`src/rtl/i2c_bus_recovery_if.sv`:
```
// Control and bus signal bundle for the I2C bus recovery engine.
// The master side is the register file / pad wrapper; the slave side is the engine.
interface i2c_bus_recovery_if #(
  parameter int CHANNELS   = 2,
  parameter int MAX_PULSES = 9
);
  localparam int SELW = (CHANNELS > 1) ? $clog2(CHANNELS) : 1;
  localparam int PW   = $clog2(MAX_PULSES + 1);

  logic                ce;
  logic                start;
  logic [SELW-1:0]     sel;
  logic [CHANNELS-1:0] sda;
  logic [CHANNELS-1:0] sda_out;
  logic [CHANNELS-1:0] scl_out;
  logic                busy;
  logic                done;
  logic                stuck;
  logic [PW-1:0]       pulses;

  modport master (
    output ce, start, sel, sda,
    input  sda_out, scl_out, busy, done, stuck, pulses
  );

  modport slave (
    input  ce, start, sel, sda,
    output sda_out, scl_out, busy, done, stuck, pulses
  );
endinterface

```
`src/rtl/i2c_bus_recovery.sv`:
```
// I2C bus recovery engine: toggles SCL on one channel until the slave lets
// SDA go high (or a pulse limit is hit), then issues a STOP condition.
module i2c_bus_recovery #(
  parameter int CHANNELS    = 2,
  parameter int MAX_PULSES  = 9,
  parameter int HALF_PERIOD = 1
) (
  input  logic              clk,
  input  logic              rst,
  i2c_bus_recovery_if.slave bus
);
  localparam int SELW = (CHANNELS > 1) ? $clog2(CHANNELS) : 1;
  localparam int PW   = $clog2(MAX_PULSES + 1);
  localparam int TW   = (HALF_PERIOD > 1) ? $clog2(HALF_PERIOD) : 1;

  typedef enum logic [2:0] {
    IDLE, CHECK, SCL_LOW, SCL_HIGH, STOP_LOW, STOP_SCL, STOP_SDA, FINISH
  } state_t;

  state_t              state;
  logic [TW-1:0]       tick;
  logic [CHANNELS-1:0] ch_mask;
  logic [CHANNELS-1:0] scl_q;
  logic [CHANNELS-1:0] sda_q;
  logic                busy_q;
  logic                done_q;
  logic                stuck_q;
  logic [PW-1:0]       pulses_q;

  logic [CHANNELS-1:0] sel_onehot;
  logic                sel_valid;
  logic                ch_sda;
  logic                timed;
  logic                phase_end;

  // Decode the selector into a channel mask and flag out-of-range values.
  always_comb begin
    // NOTE: every combinational output gets a default first so no path leaves it unassigned (no latch).
    sel_onehot = '0;
    sel_valid  = 1'b0;
    for (int i = 0; i < CHANNELS; i++) begin
      if (bus.sel == SELW'(i)) begin
        sel_onehot[i] = 1'b1;
        sel_valid     = 1'b1;
      end
    end
  end

  assign ch_sda    = |(bus.sda & ch_mask);
  assign timed     = (state == SCL_LOW) || (state == SCL_HIGH) || (state == STOP_LOW) ||
                     (state == STOP_SCL) || (state == STOP_SDA);
  assign phase_end = bus.ce && (tick == TW'(HALF_PERIOD - 1));

  // Recovery sequencer; all outputs are registered and change with the state.
  always_ff @(posedge clk) begin
    if (rst) begin
      // NOTE: sequential state uses non-blocking assignments so every register sees pre-edge values.
      state    <= IDLE;
      tick     <= '0;
      ch_mask  <= '0;
      scl_q    <= '1;
      sda_q    <= '1;
      busy_q   <= 1'b0;
      done_q   <= 1'b0;
      stuck_q  <= 1'b0;
      pulses_q <= '0;
    end else begin
      done_q <= 1'b0;
      if (timed && bus.ce) begin
        tick <= phase_end ? '0 : tick + 1'b1;
      end
      case (state)
        IDLE: begin
          if (bus.start) begin
            busy_q   <= 1'b1;
            pulses_q <= '0;
            stuck_q  <= 1'b0;
            ch_mask  <= sel_onehot;
            tick     <= '0;
            if (sel_valid) begin
              state <= CHECK;
            end else begin
              // Nonexistent bus: report failure without touching any line.
              stuck_q <= 1'b1;
              done_q  <= 1'b1;
              state   <= FINISH;
            end
          end
        end
        CHECK: begin
          if (bus.ce) begin
            scl_q <= ~ch_mask;
            if (ch_sda) begin
              sda_q <= ~ch_mask;
              state <= STOP_LOW;
            end else begin
              state <= SCL_LOW;
            end
          end
        end
        SCL_LOW: begin
          if (phase_end) begin
            scl_q <= '1;
            if (pulses_q != PW'(MAX_PULSES)) begin
              pulses_q <= pulses_q + 1'b1;
            end
            state <= SCL_HIGH;
          end
        end
        SCL_HIGH: begin
          if (phase_end) begin
            if (ch_sda) begin
              scl_q <= ~ch_mask;
              sda_q <= ~ch_mask;
              state <= STOP_LOW;
            end else if (pulses_q == PW'(MAX_PULSES)) begin
              // Slave never let go: give up with both lines already released.
              stuck_q <= 1'b1;
              done_q  <= 1'b1;
              state   <= FINISH;
            end else begin
              scl_q <= ~ch_mask;
              state <= SCL_LOW;
            end
          end
        end
        STOP_LOW: begin
          if (phase_end) begin
            scl_q <= '1;
            state <= STOP_SCL;
          end
        end
        STOP_SCL: begin
          if (phase_end) begin
            sda_q <= '1;
            state <= STOP_SDA;
          end
        end
        STOP_SDA: begin
          if (phase_end) begin
            done_q <= 1'b1;
            state  <= FINISH;
          end
        end
        FINISH: begin
          busy_q <= 1'b0;
          state  <= IDLE;
        end
        default: state <= IDLE;
      endcase
    end
  end

  assign bus.scl_out = scl_q;
  assign bus.sda_out = sda_q;
  assign bus.busy    = busy_q;
  assign bus.done    = done_q;
  assign bus.stuck   = stuck_q;
  assign bus.pulses  = pulses_q;
endmodule

```
`src/flat_wrapper.sv`:
```
// flat-port wrapper written by rule: the top's interface ports become plain ports
module i2c_bus_recovery_flat 
#(
  parameter int CHANNELS    = 2,
  parameter int MAX_PULSES  = 9,
  parameter int HALF_PERIOD = 1
)
  (clk, rst, bus_ce, bus_start, bus_sel, bus_sda, bus_sda_out, bus_scl_out, bus_busy, bus_done, bus_stuck, bus_pulses);
  i2c_bus_recovery_if #(.CHANNELS(CHANNELS), .MAX_PULSES(MAX_PULSES)) bus_i ();
  input  logic clk;
  input  logic rst;
  input wire logic [$bits(bus_i.ce)-1:0] bus_ce;
  input wire logic [$bits(bus_i.start)-1:0] bus_start;
  input wire logic [$bits(bus_i.sel)-1:0] bus_sel;
  input wire logic [$bits(bus_i.sda)-1:0] bus_sda;
  output wire logic [$bits(bus_i.sda_out)-1:0] bus_sda_out;
  output wire logic [$bits(bus_i.scl_out)-1:0] bus_scl_out;
  output wire logic [$bits(bus_i.busy)-1:0] bus_busy;
  output wire logic [$bits(bus_i.done)-1:0] bus_done;
  output wire logic [$bits(bus_i.stuck)-1:0] bus_stuck;
  output wire logic [$bits(bus_i.pulses)-1:0] bus_pulses;
  assign bus_i.ce = bus_ce;
  assign bus_i.start = bus_start;
  assign bus_i.sel = bus_sel;
  assign bus_i.sda = bus_sda;
  assign bus_sda_out = bus_i.sda_out;
  assign bus_scl_out = bus_i.scl_out;
  assign bus_busy = bus_i.busy;
  assign bus_done = bus_i.done;
  assign bus_stuck = bus_i.stuck;
  assign bus_pulses = bus_i.pulses;
  i2c_bus_recovery #(.CHANNELS(CHANNELS), .MAX_PULSES(MAX_PULSES), .HALF_PERIOD(HALF_PERIOD)) u_core (.clk(clk), .rst(rst), .bus(bus_i));
endmodule
```
`config.mk`:
```
export PLATFORM = sky130hd
export DESIGN_NAME = i2c_bus_recovery_flat
export DESIGN_NICKNAME = d
export VERILOG_FILES = /design/src/rtl/i2c_bus_recovery_if.sv /design/src/rtl/i2c_bus_recovery.sv /design/src/flat_wrapper.sv
export SDC_FILE = /design/constraint.sdc
export NUM_CORES = 1
export LEC_CHECK = 0
export ABC_CLOCK_PERIOD_IN_PS = 4100
export BUFFER_PORTS_ARGS = -buffer_cell sky130_fd_sc_hd__buf_2
export CAP_MARGIN = 20
export CORE_MARGIN = 4
export CORE_UTILIZATION = 60
export CTS_BUF_LIST = sky130_fd_sc_hd__clkbuf_4 sky130_fd_sc_hd__clkbuf_8
export DETAILED_ROUTE_END_ITERATION = 8
export GPL_TIMING_DRIVEN = 0
export MAX_ROUTING_LAYER = met4
export PLACE_DENSITY = 0.85
export SKIP_LAST_GASP = 1
export SLEW_MARGIN = 40
export SYNTH_ARGS = -nofsm -noshare
export SYNTH_HDL_FRONTEND = slang
export SYNTH_SLANG_ARGS = --single-unit
```
`constraint.sdc`:
```
create_clock -name clk -period 4.1 [get_ports clk]
set_input_delay 0.615 -clock clk [delete_from_list [all_inputs] [get_ports clk]]
set_output_delay 0.615 -clock clk [all_outputs]
set_load 0.005 [all_outputs]
```
==> results.cfg, run 1 <==
[run_status]
status = completed

[worst_setup_path]
crit_fanout = 5
path_buf_inv = 1
critPathSlowestCell = dfxtp_1
start_kind = register
required_ns = 4.29
r2r.worst_path.cells = 6
path_cells = inv_1 -> ha_1 -> nand3b_1 -> nor3_4 -> nor3b_2 -> mux2_1
timing.rr.start = u_core.bus.pulses[1]$_SDFFE_PP0P_
cp.arrival_ns = 1.90
crit_family = simple AND/OR/NAND/NOR gates
criticalPathCategory = register to register
startpoint = u_core.bus.pulses[1]$_SDFFE_PP0P_
max_stage_delay_ns = 0.40
r2r_slack_ns = 2.39
crit_path_end_kind = register
r2r-end = u_core.bus.scl_out[0]$_SDFFE_PP1P_

[yosys]
async_reset_ff_frac = 0
synth_top_area_share = 0.355
synth_area_leaders = dfxtp_1 (35%), nand2_1 (3.9%), o21ai_0 (3.7%)
ys_seq_area_frac = 0.355
synthTopCellsByCount = dfxtp_1 (17), nand2_1 (10), nor2_1 (8), inv_1 (7), o21ai_0 (7)
yosys_register_bits = 17
yosysWarnings = 0
synth_most_common_cell = dfxtp_1
syn_area_um2 = 960
ys_types = 40
avgSynthCellArea_um2 = 8.89
syn_nets = 117
netlist_instances = 108
synth-edff-count = 0
post-synth-top-area-cell = dfxtp_1
synth_flop_cell = dfxtp_1

[grt]
grt_overflow_total = 0
use_met1 = 0.282
grt_pass1_wl_mm = 3.33
met2_usage = 0.322
grt_max_degree = 11
grt_use_met3 = 0.0451
grt-busiest-layer = met2
grt_pass1_vias = 779
grtUsageTotal = 0.214
antenna_found_initial = 0

[clocking]
cts_resized = 0
tritoncts = yes
cts_buffer_depth = 2
clkTransAtPathRegs_ns = 0.10
post_cts_buffers = 0
htreeDepth = 1
cts_made_buffers = 3
cts_hold_buf = 0
clock-root-buffer = clkbuf_4
clk_latency_ns = 0.29
clock_sinks = 17

[cells_and_area]
fin_cells = 145
areaGrowthSynthToFinish_pct = 13.8
fillers = 118
postLayoutCellArea_mm2 = 0.00109
post-route-util = 0.725
antenna_cells = 0
layout-drive-gt1-share = 0.279
fin_nets = 139

[detailed_routing]
wl_mm = 2.06
routed_via_density = 6.04
first_pass_iters = 4
wire_per_inst_um = 14.2
ant_nets = 0
drc_errors = 0
drt-initial-drc-count = 28
vias = 876

[placement]
dpl_cell_area_mm2 = 0.00106
place_hpwl_mm = 1.56
numPortBuffers = 17
place_ws_ns = 2.25
gp_congestion = 0.983
dpl.cell_count = 141

[worst_hold_path]
hold_end = u_core.bus.stuck$_SDFFE_PP0P_
holdPathStages = 2
hold_class = register to register
worstHoldStart = u_core.bus.stuck$_SDFFE_PP0P_

[die]
die_area_mm2 = 0.00230
initial_core_util = 0.637
core_area_mm2 = 0.00151
die_x_um = 48.0
io-pin-count = 18
row_count = 14
fp.dieH_um = 48.0

[power]
ir_drop_uv = 206
p_per_area_mw_per_mm2 = 332
power.total_mw = 0.363
p_leak_nw = 0.445

[timing]
setup_ws_ns = 2.39
setup_viol = 0
skew_ns = 0.00153
finalCriticalPeriod_ns = 1.71
slew-limit-headroom = 0.712
timing.setup.tns_ns = 0
hold_slack_ns = 0.491
rsz0062_at_grt = false
finalCritPeriodShare = 0.416
hold_violations = 0
maxSlewViolCount = 0
tightestPinTransition_ns = 0.431
max_freq_mhz = 586

[flow_run]
maxCapViolCount = 0
## worst reg2reg max path: stages, from the launching register on
cell      delay, ns
dfxtp_1        0.40
inv_1          0.06
ha_1           0.18
nand3b_1       0.24
nor3_4         0.10
nor3b_2        0.28
mux2_1         0.35
## worst max path at each step
stage,slack [ns],cells after the start,endpoint
2_1_floorplan,2.45,4,u_core.bus.scl_out[0]$_SDFFE_PP1P_
3_3_place_gp,2.26,5,u_core.bus.scl_out[1]$_SDFFE_PP1P_
3_5_place_dp,2.25,5,u_core.bus.scl_out[1]$_SDFFE_PP1P_
4_1_cts,2.38,6,u_core.bus.scl_out[1]$_SDFFE_PP1P_
5_1_grt,2.29,6,u_core.bus.scl_out[1]$_SDFFE_PP1P_
6_report,2.39,6,u_core.bus.scl_out[0]$_SDFFE_PP1P_
## report_power, final
group          leakage [nW]  internal, mW  switching (mW)
Clock                0.0177        0.0363          0.0548
Combinational         0.289        0.0393          0.0491
Sequential            0.138         0.175         0.00841
Total                 0.445         0.250           0.112
## layout make-up
class	count	area, µm²	area share
Sequential cell	17	340	0.312
Clock buffer	3	22.5	0.0206
Clock inverter	1	5.00	0.00458
Buffer	6	48.8	0.0447
Timing Repair Buffer	17	85.1	0.0779
Tap cell	16	20.0	0.0183
Inverter	7	26.3	0.0241
Multi-Input combinational cell	78	544	0.498
## cell families (layout without fill, tap and decap cells)
kind of cell             count (synthesis)  count (layout)  share of synthesized area
AO/OA/AOI/OAI                           27              27                      0.185
buffers and inverters                   13              34                     0.0782
adder cells (fa/ha/maj)                  2               2                     0.0261
AND/OR/NAND/NOR                         40              40                      0.265
XOR/XNOR                                 4               4                     0.0365
flip-flops                              17              17                      0.355
multiplexers                             5               5                     0.0548
## metal layers
layer  wire [µm]  vias to the layer above  part of all wire
met3         152                        7             0.074
li1            -                      430                 -
met2         936                       45              0.45
met4          41                        0             0.020
met5           0                        -                 0
met1         933                      394              0.45
## flip-flops by register name, indices dropped and copies added, names as in the netlist
name and count:
u_core.bus.scl_out 2, u_core.bus.pulses 4, u_core.tick 1, u_core.state 3, u_core.ch_mask 2, u_core.bus.stuck 1
u_core.bus.busy 1, u_core.bus.sda_out 2, u_core.bus.done 1
## cell usage in the layout, fill, tap and decap left out, types with 2 or more instances in the layout
cell type and instances:
a311oi_1 2, buf_2 20, or2_2 4, dfxtp_1 17, nand2b_1 2, clkbuf_4 3
mux2_1 2, nand3_1 3, xor2_1 3, nor2_1 8, inv_1 7, buf_6 3
ha_1 2, mux2i_1 3, o21ai_0 7, a31oi_1 3, nand2_1 10, a21oi_1 6
Note: power is estimated with default switching activity, not from simulation.
==> inputs of run 2 (changes only) <==
- ABC_AREA: unset -> 1
- ABC_CLOCK_PERIOD_IN_PS: 4100 -> 1370
- CORE_ASPECT_RATIO: unset -> 1.4
- CORE_UTILIZATION: 60 -> 50
- PLACE_DENSITY: 0.85 -> 0.76
- clock period: 4.1 -> 1.37 ns (I/O delays scaled with it)
==> run 2 against run 1 <==
Via count grew 8.9%. Flip-flop and latch count is the same. Die area rose by 12%. Non-clock buffer count is 4 lower. Global-route usage is 2.7 points lower. Area after synthesis fell by 5.0%. Sequential power increased to 4.4 times the previous value. Critical path depth is 3 higher. Worst hold slack worse by 0.35 ns. Count of clock-buffer cells in the layout is 1 higher.
==> results.cfg, run 2 <==
[yosys]
synth_most_common_cell = nand2_1
yosys_register_bits = 17
syn_nets = 155
ys_seq_area_frac = 0.373
ys_types = 18
yosysWarnings = 0
synth-simple-area-share = 0.412
synthXorXnorAreaFrac = 0.00960
syn_area_um2 = 912
yosys.area_share.adder = 0.0274
netlist_instances = 146
avgSynthCellArea_um2 = 6.25
synth_top_family_by_area = simple AND/OR/NAND/NOR gates
synth_compound_area_frac = 0.0947
synthMuxAreaShare = 0
post-synth-top-area-cell = dfxtp_1
synthTopCellsByCount = nand2_1 (46), nor2_1 (23), inv_1 (18), nand3_1 (18), dfxtp_1 (17)
async_reset_ff_frac = 0
synth_top_area_share = 0.373
synth-edff-count = 0
synth_flop_cell = dfxtp_1
synth_area_leaders = dfxtp_1 (37%), nand2_1 (19%), nand3_1 (9.9%)

[power]
power.total_mw = 2.04
switchingPower_mw = 0.873
p_seq_frac = 0.390
p_per_area_mw_per_mm2 = 1830
pwr-share-clk = 0.141
p_comb_frac = 0.468
p_leak_nw = 0.553
ir_drop_uv = 1130
switching_share = 0.428
internal-power_mw = 1.17

[clocking]
clock-root-buffer = clkbuf_4
clkTransAtPathRegs_ns = 0.10
clock_sinks = 17
clk_latency_ns = 0.29
cts_buffer_depth = 2
cts_made_buffers = 3
htreeDepth = 1
tritoncts = yes

[run_status]
status = completed

[placement]
gp_congestion = 0.850
place_hpwl_mm = 1.66
dpl.cell_count = 183
numPortBuffers = 17
place_ws_ns = -0.0629

[die]
io-pin-count = 18
die_x_um = 44.1
core_area_mm2 = 0.00176
row_count = 18
initial_core_util = 0.519
fp.dieH_um = 58.5
die_area_mm2 = 0.00258

[timing]
max_freq_mhz = 751
slew-limit-headroom = 0.814
skew_ns = 0.00586
hold_violations = 0
tightestPinTransition_ns = 0.279
setup_ws_ns = 0.0385
rsz0062_at_grt = true
finalCritPeriodShare = 0.972
setup_viol = 0
finalCriticalPeriod_ns = 1.33
maxSlewViolCount = 0

[worst_setup_path]
critPathSlowestCell = dfxtp_4
max_stage_delay_ns = 0.37
required_ns = 1.54
path_cells = ha_1 -> nand2_1 -> nor2_1 -> nand2_1 -> nor2_4 -> nor2_2 -> nand2_1 -> nand2_1 -> nand3_1
crit_family = simple AND/OR/NAND/NOR gates
crit_fanout = 6
cpMostUsedCell = nand2_1
criticalPathCategory = register to register
start_kind = register
crit_path_end_kind = register
cp.arrival_ns = 1.50
path_buf_inv = 0

[worst_hold_path]
hold_class = input port to register

[cells_and_area]
areaGrowthSynthToFinish_pct = 22.5
layout_common_cells = nand2_1 (46), inv_1 (17), nor2_1 (17), nand3_1 (17), buf_2 (17)
layout-drive-gt1-share = 0.232
antenna_cells = 0
largest_reg_flops = 4
fin_nets = 178
mostFrequentLayoutCell = nand2_1
fin_cells = 188

[flow_run]
maxCapViolCount = 0

[detailed_routing]
routed_via_density = 5.07
drc_errors = 0
wl_mm = 2.14
first_pass_iters = 4
vias = 954
drt-initial-drc-count = 25
ant_nets = 0
wire_per_inst_um = 11.4

[grt]
grt_pass1_vias = 908
grtUsageTotal = 0.187
antenna_found_initial = 0
grt_overflow_total = 0
grt_max_degree = 10
grt_pass1_wl_mm = 3.56
run 2: final timing paths:
path / from / to / slack, ns / cells past startpoint
setup reg to reg: u_core.bus.pulses[0]$_SDFFE_PP0P_ / u_core.bus.scl_out[0]$_SDFFE_PP1P_ / 0.04 / 9
hold reg to reg: u_core.bus.stuck$_SDFFE_PP0P_ / u_core.bus.stuck$_SDFFE_PP0P_ / 0.45 / 2
hold / removal: bus_ce / u_core.tick$_SDFF_PP0_ / 0.14 / 2
setup / recovery: u_core.bus.pulses[0]$_SDFFE_PP0P_ / u_core.bus.scl_out[0]$_SDFFE_PP1P_ / 0.04 / 9
run 2: logic make-up after synthesis:
| logic type | after synthesis |
|---|---|
| AOI/OAI and AO/OA | 15 |
| xor gates and xnor gates | 1 |
| adders and majority gates | 2 |
| buffers and inverters | 20 |
| DFF | 17 |
| and+or+nand+nor | 91 |
run 2: power groups by stage:
stage | Combinational, mW | Sequential [mW] | Clock [mW]
detailed placement | 0.855 | 0.756 | 0
finish | 0.957 | 0.797 | 0.289
floorplan | 0.622 | 0.747 | 0
CTS | 0.866 | 0.751 | 0.294
global placement | 0.851 | 0.750 | 0
global route | 1.12 | 0.818 | 0.317
run 2: area by class of cell:
type                            instances  area [µm²]
Tap cell                               20        25.0
Inverter                               19        77.6
Sequential cell                        17         354
Fill cell                             181         639
Timing Repair Buffer                   19         100
Clock buffer                            4        30.0
Multi-Input combinational cell        109         531
run 2: through the flow:
stage                      util  hold slack (ns)  instance area [µm²]  TNS [ns]
after global routing      0.636            0.155                 1120    -0.431
after detailed placement  0.582            0.441                 1020    -0.120
after global placement    0.582            0.431                 1020    -0.119
after CTS                 0.602            0.143                 1060  -0.00572
after floorplan               -            0.275                  912         0
final                     0.636            0.141                 1120         0
run 2: what timing repair did:
| action | in CTS | in global routing |
|---|---|---|
| gates resized for setup | 3 | 18 |
| pin swaps | 0 | 2 |
| hold endpoints to repair | 0 | 0 |
| buffers inserted | 0 | 2 |
| endpoints found under the setup margin | 5 | 13 |
| hold buffers | 0 | 0 |
run 2: metal layers:
layer	global-route usage	vias up	wire, µm
met2	0.342	12	1140
met4	0.0776	0	48
li1	-	508	-
met1	0.194	428	895
met3	0.0275	6	61
met5	-	-	0
==> inputs of run 3 (changes only) <==
- CORE_MARGIN: 4 -> 2
==> run 3 against run 2 <==
Core utilization up 2.0 points. Global-route usage grew 6.0 points. First-iteration DRC count grew 76%. Critical path depth down 2. Count of clock-buffer cells in the layout unchanged. Die area is 15% lower. Non-clock buffer count increased by 1. Register-to-register slack is essentially flat. Via count increased by 5.8%. Critical endpoint is now u_core.bus.sda_out[1]$_SDFFE_PP1P_. Largest cell class unchanged. Highest routed layer unchanged.
==> results.cfg, run 3 (synthesis gave the netlist of run 2 again) <==
[detailed_routing]
met3_length_um = 150
first_pass_iters = 4
routed.top_layer = met4
wl_mm = 2.25
vias = 1009
drt-initial-drc-count = 44
wl_met2_mm = 1.11
wire_per_inst_um = 11.9
met1_length_um = 932
ant_nets = 0
routed_via_density = 5.34
drc_errors = 0

[placement]
place_hpwl_mm = 1.62
dpl.cell_count = 183
gp_congestion = 0.959
numPortBuffers = 17

[clocking]
cts_hold_buf = 0
tritoncts = yes
clock-root-buffer = clkbuf_4
clkTransAtPathRegs_ns = 0.09
htreeDepth = 1
clock_sinks = 17
clk_latency_ns = 0.31
cts_buffer_depth = 2
cts_made_buffers = 3

[grt]
grt_pass1_wl_mm = 3.49
grt_max_degree = 10
grt_pass1_vias = 889
antenna_found_initial = 0
grtUsageTotal = 0.247
grt_overflow_total = 0

[cells_and_area]
areaGrowthSynthToFinish_pct = 24.7
fin_nets = 179
fin_cells = 189
layout-drive-gt1-share = 0.254
largest_reg_flops = 4
mostFrequentLayoutCell = nand2_1
layout_common_cells = nand2_1 (45), inv_1 (17), nand3_1 (17), buf_2 (17), nor2_1 (15)
antenna_cells = 0

[timing]
rsz0062_at_grt = true
hold_violations = 0
tightestPinTransition_ns = 0.286
timing.setup.tns_ns = 0
slew-limit-headroom = 0.809
skew_ns = 0.00644
max_freq_mhz = 750
finalCriticalPeriod_ns = 1.33
setup_viol = 0
maxSlewViolCount = 0
finalCritPeriodShare = 0.973

[worst_setup_path]
cpMostUsedCell = nand2_1
r2r_slack_ns = 0.04
required_ns = 1.56
path_buf_inv = 1
crit_family = simple AND/OR/NAND/NOR gates
critPathSlowestCell = dfxtp_4
start_kind = register
criticalPathCategory = register to register
crit_path_end_kind = register
max_stage_delay_ns = 0.39
crit_fanout = 6
cp.arrival_ns = 1.52
path_cells = clkinvlp_4 -> nor2_4 -> o211ai_1 -> nand2_1 -> nand2_1 -> nand2_1 -> nand3_1

[die]
die_x_um = 40.1
io-pin-count = 18
fp.dieH_um = 54.5
initial_core_util = 0.526
die_area_mm2 = 0.00219
core_area_mm2 = 0.00173
row_count = 18

[flow_run]
maxCapViolCount = 0

[power]
ir_drop_uv = 1020
p_per_area_mw_per_mm2 = 1850
p_leak_nw = 0.558

[worst_hold_path]
hold_class = input port to register

[run_status]
status = completed
## run 3: changes by cell type in the layout (fill, tap and decap cells not counted)
cell and delta:
nand3_4 +1, dfxtp_4 -1, nand2_4 +1, nand3_2 -1
nor2_1 -2, nand2_1 -1, dfxtp_2 +1, nor2_2 +3
buf_4 +1, nor2_4 -1
## run 3: area by class of cell
cell class,instances,area (µm²)
clock buffer,4,30.0
fill,151,597
timing repair buffer,20,108
multi-input combinational,109,546
inverter,19,77.6
tap,20,25.0
sequential,17,352
## run 3: final timing paths
check        cells after the start                                 end                          from
max                              7  u_core.bus.sda_out[1]$_SDFFE_PP1P_  u_core.state[0]$_SDFFE_PP0P_
min                              2              u_core.tick$_SDFF_PP0_                        bus_ce
max reg2reg                      7  u_core.bus.sda_out[1]$_SDFFE_PP1P_  u_core.state[0]$_SDFFE_PP0P_
min reg2reg                      2              u_core.tick$_SDFF_PP0_        u_core.tick$_SDFF_PP0_
## run 3: metrics by stage
step | hold WS (ns) | power (mW) | utilization | instance area (µm²) | setup WS (ns)
after floorplan | 0.275 | 1.37 | - | 912 | 0.101
after global placement | 0.431 | 1.58 | 0.589 | 1020 | -0.0481
after detailed placement | 0.437 | 1.61 | 0.589 | 1020 | -0.0889
after CTS | 0.138 | 1.94 | 0.614 | 1060 | -0.00544
after global routing | 0.140 | 2.29 | 0.656 | 1140 | -0.0501
final | 0.142 | 2.10 | 0.656 | 1140 | 0.0365
## run 3: power breakdown
group	leakage [nW]	total, mW	switching (mW)	internal (mW)
clock	0.0184	0.305	0.172	0.134
combinational	0.398	1.00	0.598	0.404
sequential	0.142	0.792	0.140	0.653
total	0.558	2.10	0.910	1.19
## run 3: repair_timing
item / CTS / global route
endpoints found under the setup margin: 8 / 12
endpoints found under the hold margin: 0 / 0
resized for setup: 6 / 18
setup buffers: 0 / 3
pin swaps: 0 / 1
## run 3: layer usage
| metal | vias to the layer above | GRT usage |
|---|---|---|
| met5 | - | - |
| met4 | 0 | 0.155 |
| met1 | 446 | 0.253 |
| met2 | 47 | 0.409 |
| li1 | 511 | - |
| met3 | 5 | 0.0610 |
